[src/rtl/baccarat_pkg.sv]
// +----------------------------------------------------------------------+
// | baccarat_pkg : shared types and constants for the baccarat card path |
// | rev 1.0                                                              |
// +----------------------------------------------------------------------+
`default_nettype none

package baccarat_pkg;

  typedef enum logic [1:0] {
    FILL  = 2'd0,
    READY = 2'd1,
    EMPTY = 2'd2
  } dealer_state_t;

  localparam logic [15:0] LFSR_SEED         = 16'hACE1;
  localparam logic [3:0]  RANK_ACE          = 4'd1;
  localparam logic [3:0]  RANK_KING         = 4'd13;
  localparam int          CARDS_PER_DECK    = 52;
  localparam int          PER_RANK_PER_DECK = 4;

  function automatic logic rank_is_legal(input logic [3:0] rank);
    return (rank >= RANK_ACE) && (rank <= RANK_KING);
  endfunction

endpackage

`default_nettype wire

[src/rtl/lfsr16.sv]
// +----------------------------------------------------------------------+
// | lfsr16 : 16-bit Fibonacci LFSR, x^16+x^14+x^13+x^11+1, sync reset     |
// | rev 1.0                                                              |
// +----------------------------------------------------------------------+
`default_nettype none

module lfsr16
  import baccarat_pkg::*;
(
  input  logic        clock,
  input  logic        reset,
  output logic [15:0] q
);

  logic [15:0] lfsr_q;
  logic [15:0] lfsr_d;
  logic        feedback;

  assign feedback = lfsr_q[15] ^ lfsr_q[13] ^ lfsr_q[12] ^ lfsr_q[10];
  assign lfsr_d   = {lfsr_q[14:0], feedback};

  always_ff @(posedge clock) begin
    if (reset) begin
      lfsr_q <= LFSR_SEED;
    end else begin
      lfsr_q <= lfsr_d;
    end
  end

  assign q = lfsr_q;

endmodule

`default_nettype wire

[src/rtl/shoe_dealer.sv]
// +----------------------------------------------------------------------+
// | shoe_dealer : multi-deck shoe dealing ranks without replacement,     |
// |               next card always pre-drawn and held. rev 1.0           |
// +----------------------------------------------------------------------+
`default_nettype none

module shoe_dealer
  import baccarat_pkg::*;
#(
  parameter int NUM_DECKS = 4
) (
  input  logic       slow_clock,
  input  logic       resetb,
  input  logic       deal,
  input  logic       reshuffle,
  output logic [3:0] new_card,
  output logic       card_valid,
  output logic [7:0] cards_left,
  output logic       shoe_empty,
  output logic       deal_error
);

  localparam int         R_LO      = int'(RANK_ACE);
  localparam int         R_HI      = int'(RANK_KING);
  localparam logic [4:0] FULL_RANK = 5'(PER_RANK_PER_DECK * NUM_DECKS);
  localparam logic [7:0] FULL_SHOE = 8'(CARDS_PER_DECK * NUM_DECKS);

  dealer_state_t state_q, state_d;
  logic [3:0]    new_card_q, new_card_d;
  logic          card_valid_q, card_valid_d;
  logic [7:0]    cards_left_q, cards_left_d;
  logic          deal_error_q, deal_error_d;
  logic [4:0]    count_q [R_LO:R_HI];
  logic [4:0]    count_d [R_LO:R_HI];

  logic [15:0]   lfsr;
  logic [3:0]    cand;
  logic          cand_avail;
  logic          lfsr_hi_unused;

  lfsr16 u_lfsr (
    .clock (slow_clock),
    .reset (!resetb),
    .q     (lfsr)
  );

  assign cand           = lfsr[3:0];
  assign lfsr_hi_unused = ^lfsr[15:4];

  // A candidate is usable only if it names a real rank with cards remaining.
  always_comb begin
    cand_avail = 1'b0;
    for (int r = R_LO; r <= R_HI; r++) begin
      if (rank_is_legal(cand) && (cand == 4'(r)) && (count_q[r] != 5'd0)) begin
        cand_avail = 1'b1;
      end
    end
  end

  always_comb begin
    state_d      = state_q;
    new_card_d   = new_card_q;
    card_valid_d = card_valid_q;
    cards_left_d = cards_left_q;
    deal_error_d = deal_error_q;
    count_d      = count_q;

    if (reshuffle) begin
      for (int r = R_LO; r <= R_HI; r++) begin
        count_d[r] = FULL_RANK;
      end
      cards_left_d = FULL_SHOE;
      card_valid_d = 1'b0;
      new_card_d   = 4'd0;
      deal_error_d = 1'b0;
      state_d      = FILL;
    end else begin
      case (state_q)
        FILL: begin
          if (deal) begin
            deal_error_d = 1'b1;
          end
          if (cand_avail) begin
            for (int r = R_LO; r <= R_HI; r++) begin
              if (cand == 4'(r)) begin
                count_d[r] = count_q[r] - 5'd1;
              end
            end
            new_card_d   = cand;
            card_valid_d = 1'b1;
            cards_left_d = cards_left_q - 8'd1;
            state_d      = READY;
          end
        end
        READY: begin
          if (deal) begin
            card_valid_d = 1'b0;
            new_card_d   = 4'd0;
            state_d      = (cards_left_q != 8'd0) ? FILL : EMPTY;
          end
        end
        EMPTY: begin
          if (deal) begin
            deal_error_d = 1'b1;
          end
        end
        default: begin
          state_d = FILL;
        end
      endcase
    end
  end

  always_ff @(posedge slow_clock) begin
    if (!resetb) begin
      state_q      <= FILL;
      new_card_q   <= 4'd0;
      card_valid_q <= 1'b0;
      cards_left_q <= FULL_SHOE;
      deal_error_q <= 1'b0;
      count_q      <= '{default: FULL_RANK};
    end else begin
      state_q      <= state_d;
      new_card_q   <= new_card_d;
      card_valid_q <= card_valid_d;
      cards_left_q <= cards_left_d;
      deal_error_q <= deal_error_d;
      count_q      <= count_d;
    end
  end

  assign new_card   = new_card_q;
  assign card_valid = card_valid_q;
  assign cards_left = cards_left_q;
  assign shoe_empty = (cards_left_q == 8'd0) && !card_valid_q;
  assign deal_error = deal_error_q;

endmodule

`default_nettype wire

[config.mk]
export PLATFORM = sky130hd
export DESIGN_NAME = shoe_dealer
export DESIGN_NICKNAME = d
export VERILOG_FILES = /design/src/rtl/baccarat_pkg.sv /design/src/rtl/lfsr16.sv /design/src/rtl/shoe_dealer.sv
export SDC_FILE = /design/constraint.sdc
export NUM_CORES = 1
export LEC_CHECK = 0
export ABC_AREA = 0
export CORE_MARGIN = 1.5
export CORE_UTILIZATION = 35
export DETAILED_ROUTE_END_ITERATION = 16
export PLACE_DENSITY_LB_ADDON = 0.1
export SETUP_SLACK_MARGIN = 0.05
export SLEW_MARGIN = 20
export SYNTH_ARGS = -nofsm -noshare
export SYNTH_HDL_FRONTEND = slang
export SYNTH_SLANG_ARGS = --single-unit
[constraint.sdc]
create_clock -name slow_clock -period 5.55 [get_ports slow_clock]
set_input_delay 0.8325 -clock slow_clock [delete_from_list [all_inputs] [get_ports slow_clock]]
set_output_delay 0.8325 -clock slow_clock [all_outputs]
set_load 0.02 [all_outputs]
# ---- Yosys cells after proc, flatten, opt, wreduce, memory -nomap -nowiden
# Index checks and enable logic that the tools add are counted.
dict set report word_totals {
  memories 0
  romBits 0
  ram_bits 0
  input_bits 4
  register_bits 97
  out_inout_bits 15
  latch_bits 0
  wordCells 145
}
dict set report op_classes {
  n_mul 0
  n_shift 0
  n_bitwise 5
  add_sub_neg 14
  n_lt_le_gt_ge 2
  eq_ne 17
  n_reduce_logical 65
  muxes 23
  div_mod_pow 0
}
# operator count
set op_table {}
lappend op_table {{$reduce_bool A5 Y1} 13}
lappend op_table {{$sub A5 B1 Y5 const B} 13}
lappend op_table {{$reduce_and A3 Y1} 15}
lappend op_table {{$logic_and A1 B1 Y1} 28}
lappend op_table {{$eq A4 B4 Y1 const B} 6}
lappend op_table {{$eq A4 B3 Y1 const B} 4}
lappend op_table {{$mux W1} 15}
lappend op_table {{$eq A4 B2 Y1 const B} 2}
lappend op_table {{$logic_not A8 Y1} 1}
lappend op_table {{$mux W4} 2}
lappend op_table {{$pmux W4 S2} 1}
lappend op_table {{$reduce_bool A8 Y1} 1}
lappend op_table {{$sub A8 B1 Y8 const B} 1}
lappend op_table {{$mux W2} 3}
lappend op_table {{$pmux W2 S3} 1}
lappend op_table {{$eq A4 B1 Y1 const B} 1}
lappend op_table {{$ge A4 B1 Y1 const B} 1}
lappend op_table {{$le A4 B4 Y1 const B} 1}
lappend op_table {{$ne A2 B2 Y1 const B} 2}
lappend op_table {{$reduce_and A2 Y1} 2}
lappend op_table {{$reduce_or A2 Y1} 2}
lappend op_table {{$xor A1 B1 Y1} 3}
lappend op_table {{$eq A2 B1 Y1 const B} 1}
lappend op_table {{$eq A2 B2 Y1 const B} 1}
lappend op_table {{other kinds (5)} 6}

# ---- Depth between registers and ports, before layout
dict set report logic_depth {
  depth_word 19
  ltp_mapped 10
  depth_no_buf 8
}

# ---- Hierarchy
# From an unflattened synthesis, not the netlist that was laid out.
dict set report unflattened {
  cells_unflattened 603
  area_unflattened_um2 5168.7
}
# mod cells_per_inst n_inst area_each_um2 seq_area_each_um2
set modules_own_cells {}
lappend modules_own_cells {shoe_dealer 567 1 4714.5 1621.6}
lappend modules_own_cells {lfsr16 36 1 454.2 320.3}

# ---- Worst setup path before layout
# No wires, ideal clock.
dict set report synth_path {
  path_kind {register -> register}
  from {register count_q[40] (netlist bit)}
  to {register count_q[57] (netlist bit)}
  setup_time_ns 0.116
  n_path_buf 2
  arrival_time_ns 2.309
  path_slack_ns 3.125
  period_less_slack_ns 2.425
  required_ns 5.434
  path_stages_with_launch 11
  path_cell_list {dfxtp_1 > inv_1 > ha_1 > or3b_1 > o311a_1 > a211oi_4 > and3_1 > buf_6 > buf_6 > nor3_2 > a31o_2}
}
dict set report synth_via {
  elab_chain_len 12
}
# element line_no
set synth_rtl {}
lappend synth_rtl {{start: declaration} shoe_dealer.sv:33} ;# logic [4:0] count_q [R_LO:R_HI];
lappend synth_rtl {{start signal: assignment} shoe_dealer.sv:128} ;# count_q <= count_d;
lappend synth_rtl {{$reduce_bool A5 Y1} shoe_dealer.sv:54} ;# if (rank_is_legal(cand) && (cand == 4'(r)) && (count_q[r] != 5'd0)) begin
lappend synth_rtl {{$logic_and A1 B1 Y1} shoe_dealer.sv:54}
lappend synth_rtl {{$mux W1 (9 in a row)} shoe_dealer.sv:54}
lappend synth_rtl {{$reduce_and A3 Y1 (no line)} --}
# No other way between the ends.
# A chain may end at the register's enable or synchronous reset.

# ---- Final worst setup path
dict set report layout_path {
  from {register u_lfsr.lfsr_q[0], in the netlist u_lfsr.q[0]}
  to {register cards_left_q[5], in the netlist cards_left[5]}
}
dict set report layout_via {
  elab_chain_len 18
  elab_cells_between_ends 56
  cone_classes {2 x order compare; 13 x eq/ne; 13 x mux; 28 x reduce/logical}
}
# element line_no
set layout_rtl {}
lappend layout_rtl {{start: declaration} lfsr16.sv:15} ;# logic [15:0] lfsr_q;
lappend layout_rtl {{start signal: assignment} lfsr16.sv:26} ;# lfsr_q <= lfsr_d;
lappend layout_rtl {{$ge A4 B1 Y1 or $le A4 B4 Y1 (tied branches)} baccarat_pkg.sv:22} ;# return (rank >= RANK_ACE) && (rank <= RANK_KING);
lappend layout_rtl {{$logic_and A1 B1 Y1} baccarat_pkg.sv:22}
lappend layout_rtl {{$logic_and A1 B1 Y1 (2 in a row)} shoe_dealer.sv:54}
lappend layout_rtl {{$mux W1 (12 in a row)} shoe_dealer.sv:54}
lappend layout_rtl {{$mux W1 *} shoe_dealer.sv:54}
lappend layout_rtl {{$reduce_and A2 Y1 (no line) *} --}
lappend layout_rtl {{end signal: assignment} shoe_dealer.sv:126} ;# cards_left_q <= cards_left_d;
lappend layout_rtl {{end: declaration} shoe_dealer.sv:31} ;# logic [7:0] cards_left_q, cards_left_d;
# Every way passes the cells marked *; elsewhere a longest branch is shown, timed or not.

==> impl_results.md <==
- Post-route setup TNS: 0 ns
- CTS resizes: 0
- Sw Share: 30.3%
- # diodes: 0
- Wirelength, routed: 11,200 um
- Number of global-route vias before repair: 3,751
- Slew Limit Headroom: 43.2%
- Switch Pwr: 517 uW
- Cell area after synthesis: 4770 um^2
- Max_cap viols: 0
- VDD IR max: 0.000189 V
- Synth area leader: dfxtp_1
- Final Core Density: 40.5%
- Clk_lat worst skew: 0.35 ns
- Unrepaired setup endpoints after global routing: false
- Worst reg2reg setup slack: 2.02 ns
- Vias per inst: 5.41
- Max Buffers Root-to-Sink: 2
- Int Pwr: 1.19 mW
- Cts hold-fix bufs: 0
- Setup CP Type: register to register
- Initial drt markers: 186
- GRT Overall Usage: 16.6%
- Worst setup EP type: register
- Post-CTS Setup Inserts: 0
- Tcrit/Tclk final: 63.7%
- Antenna viol nets, final: 0
- Die X: 120 um
- Initial antenna violation count: 0
- PD cells: 316 nW/um^2
- Clock power share: 37.0%
- Largest net degree at the start of global routing: 50
- Critical Path AT: 3.81 ns
- Crit path max-delay cell type: a31oi_4
- Commonest non-fill, non-tap cells in the layout: 97 x dfxtp_1, 51 x nor2_1, 42 x nand2_1
- Final hold violation count: 0
- Die height: 120 um
- Site Rows: 42
- Seq pwr share: 44.5%
- HP Start: u_lfsr.q[9]$_SDFF_PN0_
- Fin. max-slew vios: 0
- Final cell count without fillers: 727
- Yosys reg bits: 97
- Final min period: 3.53 ns
- Max H-tree Level: 3
- Cells after DPL: 710
- GPL Wtd Cong: 0.766
- Sink Count: 97
- Startpoint Class: register
- Reg2reg end: cards_left[5]$_SDFFE_PP0N_
- GR Overflow Total: 0
- Number of port buffers: 18
- Final net count: 568
- Worst-Margin Slew: 0.853 ns
- Slowest stage delay, CP: 0.72 ns
- Final setup violation count: 0
- Worst hold path cell count: 1
- I/O Pins: 19
- Max frequency: 283 MHz
- Post-Route Skew: 0.00702 ns
- Post-synth top flop: dfxtp_1
- Async S/R FF share, synth: 0%
- Synth top area cells: dfxtp_1 41%, ha_1 4.7%, nor2_1 4.0%
- CTS buffer count: 9
- Crit-path max FO: 49
- Drt drc: 0
- Wire length of the first global-routing pass: 18,800 um
- CP Cell Sequence: nand2b_1, nor2_2, a211oi_2, a31oi_4, buf_4, nor4b_1, mux2i_1
- Hold path endpoint: u_lfsr.q[10]$_SDFF_PN1_
- Cell leakage power: 1.89 nW
- Post-synth net total: 564
- Die ar.: 14,300 um^2
- Initial Util: 35.9%
- Reg clk slew, reported paths: 0.06 ns
- Drt wl/cell: 15.4 um
- Root buf cell: clkbuf_16
- EDFF count, synth: 0
- Hpwl dp: 7520 um
- Ys Warns: 0
- Syn_area_per_cell: 8.80 um^2
- Initial DRT Pass Iterations: 4
- CTS tree: done
- Worst Path Required: 5.83 ns
- Post-synthesis sequential area ratio: 40.7%
- Mapped Cells: 542
- Area Growth Syn to Fin: 13.0%
- Core area: 13,300 um^2
- Depth of the most critical reg-to-reg path: 7
- Layout cells sized above 1: 11.8%
- Worst R2R Start: u_lfsr.q[0]$_SDFF_PN1_
- Worst min path class: register to register
- Top cell type's share of synthesized area: 40.7%
- Commonest non-fill, non-tap cell in the layout: dfxtp_1
- Status: finished clean
- Post-synth cell types: 64
- Logic pwr share: 18.5%
- Vias: 3,936
-- worst max-delay path by stage --
stage | slack (ns) | cells past startpoint | to | from
finish | 2.02 | 7 | cards_left[5]$_SDFFE_PP0N_ | u_lfsr.q[0]$_SDFF_PN1_
global route | 1.63 | 7 | cards_left[5]$_SDFFE_PP0N_ | u_lfsr.q[3]$_SDFF_PN0_
CTS | 1.99 | 7 | cards_left[5]$_SDFFE_PP0N_ | u_lfsr.q[0]$_SDFF_PN1_
detailed placement | 2.01 | 7 | cards_left[5]$_SDFFE_PP0N_ | u_lfsr.q[0]$_SDFF_PN1_
global placement | 2.10 | 7 | cards_left[5]$_SDFFE_PP0N_ | u_lfsr.q[0]$_SDFF_PN1_
floorplan | 3.12 | 10 | count_q[57]$_SDFFE_PP0P_ | count_q[40]$_SDFFE_PP0P_
-- sequential cells by signal (all words and copies together) (netlist names) --
| name | flops |
|---|---|
| count_q | 65 |
| u_lfsr.q | 16 |
| cards_left | 8 |
| new_card | 4 |
| state_q | 2 |
| card_valid | 1 |
| deal_error | 1 |
-- routing by layer --
| layer | global-route usage [%] | vias up | part of all wire, % |
|---|---|---|---|
| li1 | - | 1991 | - |
| met1 | 20.7 | 1888 | 49 |
| met2 | 28.0 | 51 | 47 |
| met3 | 4.66 | 6 | 3.2 |
| met4 | 4.46 | 0 | 0.77 |
| met5 | 0 | - | 0 |
-- worst max-delay path: cells and delay by family (launching register included) --
| family | cells | cell delay, ns |
|---|---|---|
| simple gates | 3 | 1.04 |
| compound gates | 2 | 0.95 |
| flops | 1 | 0.67 |
| buf+inv | 1 | 0.56 |
| mux | 1 | 0.21 |
-- per-stage QoR --
step                      power [mW]  area, um^2  setup slack, ns  hold WS [ns]
after floorplan                 1.01        4770             3.12         0.386
after global placement          1.08        5060             2.10         0.395
after detailed placement        1.09        5060             2.01         0.395
after CTS                       1.73        5360             1.99         0.410
after global routing            1.79        5390             1.63         0.414
final                           1.70        5390             2.02         0.408
-- power groups by stage --
stage                     Combinational (mW)  Clock [mW]  Sequential [mW]
final                                  0.316       0.630            0.759
after detailed placement               0.314           0            0.775
after global placement                 0.310           0            0.773
after global routing                   0.350       0.678            0.764
after CTS                              0.316       0.652            0.759
after floorplan                        0.243           0            0.770
-- cells by family after synthesis --
logic type	count (synthesis)	share of synthesized area, %
fa+ha+maj	18	4.72
xor+xnor	8	1.47
simple gates	221	25.5
mux	1	0.210
buf+inv	63	5.72
flops	97	40.7
compound gates	134	21.7
-- layout make-up --
cell class / instances / area, um^2
clock buffer: 11 / 243
clock inverter: 5 / 55.1
fill: 1327 / 7910
inverter: 32 / 120
multi-input combinational: 382 / 2560
sequential: 97 / 1940
tap: 176 / 220
timing repair buffer: 24 / 245
-- synth_stat cells, drive strengths merged, types with 4 or more instances --
library cell / n
nand2: 42
a31oi: 27
and2: 11
xnor2: 6
dfxtp: 97
o21ai: 15
nor4: 4
or3: 4
a41o: 7
nor4b: 8
nand2b: 17
and3: 6
ha: 18
o311ai: 4
nor2: 52
clkbuf: 17
nor3: 33
a21oi: 24
or4b: 5
nand3: 8
buf: 14
inv: 32
nand4: 14
a211oi: 17
a31o: 20
o41ai: 4
Note: power is estimated with default switching activity, not from simulation.
